==> config.mk <==
export PLATFORM = sky130hd
export DESIGN_NAME = fifo_stream_reader
export DESIGN_NICKNAME = d
export VERILOG_FILES = /design/src/rtl/fifo_stream_reader_pkg.sv /design/src/rtl/fifo_stream_reader_skid.sv /design/src/rtl/fifo_stream_reader.sv
export SDC_FILE = /design/constraint.sdc
export NUM_CORES = 1
export LEC_CHECK = 0
export CORE_MARGIN = 2
export CORE_UTILIZATION = 49
export DETAILED_ROUTE_END_ITERATION = 8
export HOLD_SLACK_MARGIN = 0.12
export PLACE_DENSITY = 0.74
export SYNTH_ARGS = -nofsm -noshare
export SYNTH_HDL_FRONTEND = slang
export SYNTH_SLANG_ARGS = --single-unit
==> constraint.sdc <==
create_clock -name clk -period 3.1 [get_ports clk]
set_input_delay 0.775 -clock clk [delete_from_list [all_inputs] [get_ports clk]]
set_output_delay 0.775 -clock clk [all_outputs]
set_load 0.05 [all_outputs]
==> src/rtl/fifo_stream_reader_pkg.sv <==
// Shared types for the FIFO-to-stream packet reader.
// Holds the reader state encoding and the packet counter width.
package fifo_stream_reader_pkg;

  typedef enum logic [1:0] {
    IDLE     = 2'd0,
    STREAM   = 2'd1,
    STOPPING = 2'd2
  } state_t;

  localparam int PKT_CNT_W = 16;

endpackage

==> src/rtl/fifo_stream_reader_skid.sv <==
// stream_skid_buf: 2-entry in-order output buffer, write-to-valid latency 1 cycle.
// Backpressure: holds the oldest entry stable while rd_rdy is low; the writer must not push when full without a read.
module stream_skid_buf #(
  parameter int W = 9
) (
  input  logic         clk,
  input  logic         resetn,
  input  logic         wr_vld,
  input  logic [W-1:0] wr_dat,
  input  logic         rd_rdy,
  output logic         rd_vld,
  output logic [W-1:0] rd_dat,
  output logic [1:0]   cnt
);

  logic [W-1:0] ent0, ent1;
  logic         rd;

  assign rd_vld = (cnt != 2'd0);
  assign rd_dat = ent0;
  assign rd     = rd_vld && rd_rdy;

  // ent0 is always the oldest word; ent1 only holds data when cnt==2
  always_ff @(posedge clk or negedge resetn) begin
    if (!resetn) begin
      ent0 <= '0;
      ent1 <= '0;
      cnt  <= 2'd0;
    end else begin
      case ({wr_vld, rd})
        2'b10: begin
          if (cnt == 2'd0) ent0 <= wr_dat;
          else             ent1 <= wr_dat;
          cnt <= cnt + 2'd1;
        end
        2'b01: begin
          ent0 <= ent1;
          cnt  <= cnt - 2'd1;
        end
        2'b11: begin
          if (cnt == 2'd2) begin
            ent0 <= ent1;
            ent1 <= wr_dat;
          end else begin
            ent0 <= wr_dat;
          end
        end
        default: ;
      endcase
    end
  end

endmodule

==> src/rtl/fifo_stream_reader.sv <==
// Pops fixed-length packets from a registered-read FIFO onto a valid/ready stream; pop-to-valid latency 1 cycle.
// Backpressure: pops stop once the 2-entry output buffer is full and no word leaves in the same cycle.
module fifo_stream_reader
  import fifo_stream_reader_pkg::*;
#(
  parameter int WIDTH   = 8,
  parameter int ABITS   = 4,
  parameter int PKT_LEN = 16
) (
  input  logic                 clk,
  input  logic                 resetn,
  input  logic                 enable,
  output logic                 fifo_enable,
  input  logic [WIDTH-1:0]     fifo_data,
  input  logic [ABITS-1:0]     fifo_avail,
  output logic                 m_valid,
  input  logic                 m_ready,
  output logic [WIDTH-1:0]     m_data,
  output logic                 m_last,
  output logic                 busy,
  output logic [PKT_CNT_W-1:0] pkt_cnt
);

  localparam logic [15:0] LAST_BEAT = 16'(PKT_LEN - 1);

  state_t           state, state_nxt;
  logic [15:0]      beat_idx, beat_nxt;
  logic             pop_q;
  logic [ABITS-1:0] eff_avail;
  logic [1:0]       buf_cnt;
  logic [WIDTH:0]   buf_dat;
  logic             xfer;
  logic             pop_last;

  // fifo_avail still counts the word popped on the previous edge
  assign eff_avail = fifo_avail - {{(ABITS-1){1'b0}}, pop_q};
  assign xfer      = m_valid && m_ready;
  assign pop_last  = (beat_idx == LAST_BEAT);

  always_comb begin
    fifo_enable = 1'b0;
    beat_nxt    = beat_idx;
    state_nxt   = state;

    fifo_enable = (state != IDLE) && (eff_avail != '0) &&
                  ((buf_cnt != 2'd2) || xfer);
    if (fifo_enable) beat_nxt = pop_last ? 16'd0 : beat_idx + 16'd1;

    // leaving STREAM looks at the post-pop beat so a pop this cycle never strands a packet
    case (state)
      IDLE:     if (enable) state_nxt = STREAM;
      STREAM:   if (!enable) state_nxt = (beat_nxt == 16'd0) ? IDLE : STOPPING;
      STOPPING: begin
        if (enable)                       state_nxt = STREAM;
        else if (fifo_enable && pop_last) state_nxt = IDLE;
      end
      default:  state_nxt = IDLE;
    endcase
  end

  always_ff @(posedge clk or negedge resetn) begin
    if (!resetn) begin
      state    <= IDLE;
      beat_idx <= 16'd0;
      pop_q    <= 1'b0;
      pkt_cnt  <= '0;
    end else begin
      state    <= state_nxt;
      beat_idx <= beat_nxt;
      pop_q    <= fifo_enable;
      if (xfer && m_last) pkt_cnt <= pkt_cnt + 1'b1;
    end
  end

  stream_skid_buf #(
    .W (WIDTH + 1)
  ) u_skid (
    .clk    (clk),
    .resetn (resetn),
    .wr_vld (fifo_enable),
    .wr_dat ({pop_last, fifo_data}),
    .rd_rdy (m_ready),
    .rd_vld (m_valid),
    .rd_dat (buf_dat),
    .cnt    (buf_cnt)
  );

  assign m_last = buf_dat[WIDTH];
  assign m_data = buf_dat[WIDTH-1:0];
  assign busy   = (state != IDLE) || (buf_cnt != 2'd0);

endmodule

==> results of run 1 <==
-- sequential cells by signal (all words and copies together), names as in the netlist --
| name | count |
|---|---|
| u_skid.ent1 | 9 |
| beat_idx | 16 |
| pop_q | 1 |
| u_skid.rd_dat | 9 |
| u_skid.cnt | 2 |
| pkt_cnt | 16 |
| state | 2 |
-- worst max-delay path, stage by stage, from the launching register on --
cell             delay (ns)
dfrtp_1                0.46
or2_2                  0.36
or2_2                  0.28
clkdlybuf4s50_1        0.70
-- worst max-delay path by stage --
stage	startpoint	cells past startpoint	slack [ns]	endpoint
after CTS	u_skid.cnt[1]	3	0.20	busy
after global placement	fifo_avail[0]	10	-0.25	state[1]
after detailed placement	fifo_avail[0]	10	-0.36	state[1]
after floorplan	fifo_avail[0]	10	0.29	state[1]
after global routing	u_skid.cnt[1]	3	0.12	busy
final	u_skid.cnt[1]	3	0.20	busy
-- cells in the final DEF, fill, tap and decap left out, types with 11 or more instances in the layout --
master,n
mux2i_1,11
mux2_2,12
xnor2_1,20
dfrtp_1,55
nor2_1,13
nand2_1,26
o21ai_0,14
buf_4,13
clkdlybuf4s50_1,40
nand3_1,14
-- metal layers --
layer / GRT usage, % / share of wire, % / wire length (um) / vias to the layer above
li1: - / - / - / 978
met4: 7.193 / 1.5 / 80 / 0
met2: 30.09 / 46 / 2470 / 61
met3: 4.651 / 5.6 / 301 / 6
met5: 0 / 0 / 0 / -
met1: 27.68 / 47 / 2546 / 977
-- power by group through the flow --
stage / clock network (mW) / logic [mW] / registers [mW]
2_1_floorplan: 0 / 0.508 / 1.27
3_3_place_gp: 0 / 1.07 / 1.06
3_5_place_dp: 0 / 1.09 / 1.07
4_1_cts: 0.418 / 1.11 / 1.06
5_1_grt: 0.443 / 1.19 / 1.09
6_report: 0.407 / 1.11 / 1.06
-- cells by family after synthesis --
family	after synthesis	share of synthesized area, %
simple gates	95	19.33
flops	55	51.35
fa+ha+maj	3	1.401
buf+inv	12	2.521
compound gates	32	7.797
xor+xnor	25	8.450
mux	23	9.151
-- Yosys cell counts (all sizes together) (6+ instances only) --
cell	count	share of area (%)
a21oi	6	1.1
and3	7	1.7
dfrtp	55	51
mux2	12	5.0
mux2i	11	4.1
nand2	28	4.1
nand3	14	2.6
nand4	6	1.4
nor2	13	1.8
nor4	6	1.6
o21ai	14	2.6
xnor2	20	6.5
-- metrics by stage --
step                total power, mW  std cells
finish                        2.574        372
global route                  2.726        372
global placement              2.130        362
floorplan                     1.779        245
detailed placement            2.156        362
CTS                           2.589        372
-- final cells by class --
| cell class | count | area [sq um] | share of cell area [%] |
|---|---|---|---|
| clock buffers | 6 | 72.57 | 2.152 |
| clock inverters | 2 | 17.52 | 0.5195 |
| inverters | 4 | 17.52 | 0.5195 |
| multi-input cells | 178 | 1254 | 37.18 |
| flip-flops and latches | 55 | 1376 | 40.82 |
| well taps | 70 | 87.58 | 2.597 |
| repair buffers | 57 | 546.8 | 16.22 |
-- what timing repair did --
item	in CTS	in global routing
gates resized for setup	6	0
setup buffers	2	0
hold endpoints to repair	0	0
setup endpoints to repair	2	0
==> metrics.md, run 1 <==
| Metric | Value |
|---|---|
| Outcome | `complete, no violations` |
| First DRT Iteration DRCs | `169` |
| RSZ-0062 raised after global routing | `false` |
| Placed inst area | `0.003243 sq mm` |
| Clock-pin transition on the worst setup and hold timing paths | `0.10 ns` |
| CP endpoint kind | `output pin` |
| CTS hold repair buffers | `0` |
| Site row count | `26` |
| Post-synth EDFFs | `0` |
| Least-Margin Pin Slew | `0.9295 ns` |
| I/O Buffers | `43` |
| Startpoint Class | `flop` |
| Layout cells sized above 1 | `17.55%` |
| MaxCap Viol Count | `0` |
| RePlAce Congestion | `0.9024` |
| Clock sinks | `55` |
| R2r startpoint | `pop_q` |
| Fin crit share | `93.50%` |
| Setup WS pre-CTS | `-0.3573 ns` |
| CTS buffer count | `5` |
| GRT Residual Overflow | `0` |
| Post-DRT Antenna Nets | `0` |
| H-tree Lvls | `2` |
| Synthesis-to-finish area growth | `25.82%` |
| Antenna fix cells | `0` |
| FFs w/ async S/R, synth | `100.0%` |
| Clock root cell | `clkbuf_8` |
| Routed Wire Length | `5399 um` |
| Critical path class | `flop to output pin` |
| TNS Setup | `0 ns` |
| Max Freq | `345.0 MHz` |
| GRT Overall Usage | `19.76%` |
| Fillers | `432` |
| Largest net degree at the start of global routing | `56` |
| Setup violators final | `0` |
| CP arrival | `2.12 ns` |
| DR WL/cell | `14.51 um` |
| VDD IR-drop max | `0.0004785 V` |
| Pre-antenna DRT Iters | `4` |
| # nets final | `320` |
| Worst reg2reg setup slack | `0.57 ns` |
| Post-route DRC | `0` |
| Main synth FF type | `dfrtp_1` |
| Total number of vias | `2022` |
| Switching Fraction | `40.15%` |
| Final instance area | `0.003372 sq mm` |
| Synthesized cell area | `0.002680 sq mm` |
| #FFs+latches synth | `55` |
| Worst hold path stage count | `2` |
| Slew Limit Headroom | `38.03%` |
| CORE AREA | `0.005205 sq mm` |
| Post-Synthesis Cells | `245` |
| Vias in the first global route | `1982` |
| Antenna violations before repair | `0` |
| Worst r2r path cells | `9` |
| Final core occ | `64.78%` |
| Seq/Total Area, Yosys | `51.35%` |
| Worst Hold Margin | `0.4911 ns` |
| Pins over their slew limit | `0` |
| CP required | `2.32 ns` |
| Worst skew pair latency | `0.32 ns` |
| Combinational share of power | `43.0%` |
| Hpwl dp | `3873 um` |
| Hold endpoint | `u_skid.rd_dat[3]` |
| Die area | `0.006077 sq mm` |
| Skew final | `0.01025 ns` |
| Avg Inst Size Synth | `10.94 sq um` |
| Fin crit period | `2.899 ns` |
| Min-delay src | `u_skid.rd_dat[3]` |
| Synth cell types | `48` |
| Pint | `1.540 mW` |
| Io pins | `44` |
| Seq pwr share | `41.1%` |
| Routed vias/inst | `5.435` |
| RR Endpoint | `state[1]` |
| Warnings from Yosys | `0` |
| Mapped Nets | `264` |
| Clock power frac | `15.8%` |
| Pwr/cell area | `763.3 mW/mm^2` |
| Max clock buf depth | `2` |
| Die W | `77.96 um` |
| Setup ws final | `0.2014 ns` |
| Die height | `77.96 um` |
| Final Hold Viols | `0` |
| Hold WC Path Type | `flop to flop` |
| Crit-path max FO | `8` |
| First-pass GRT wire length | `9432 um` |
| Switching Power | `1.033 mW` |
| Leak Pwr | `1.473 nW` |
| Initial Utilization | `51.49%` |
| CTS tree | `yes` |
(Power assumes the default switching activity.)
==> run 2, diff against run 1 <==
- SETUP_SLACK_MARGIN: default -> 0.05
==> results of run 2 <==
No change in the layout: final DEF, timing and power equal those of run 1.
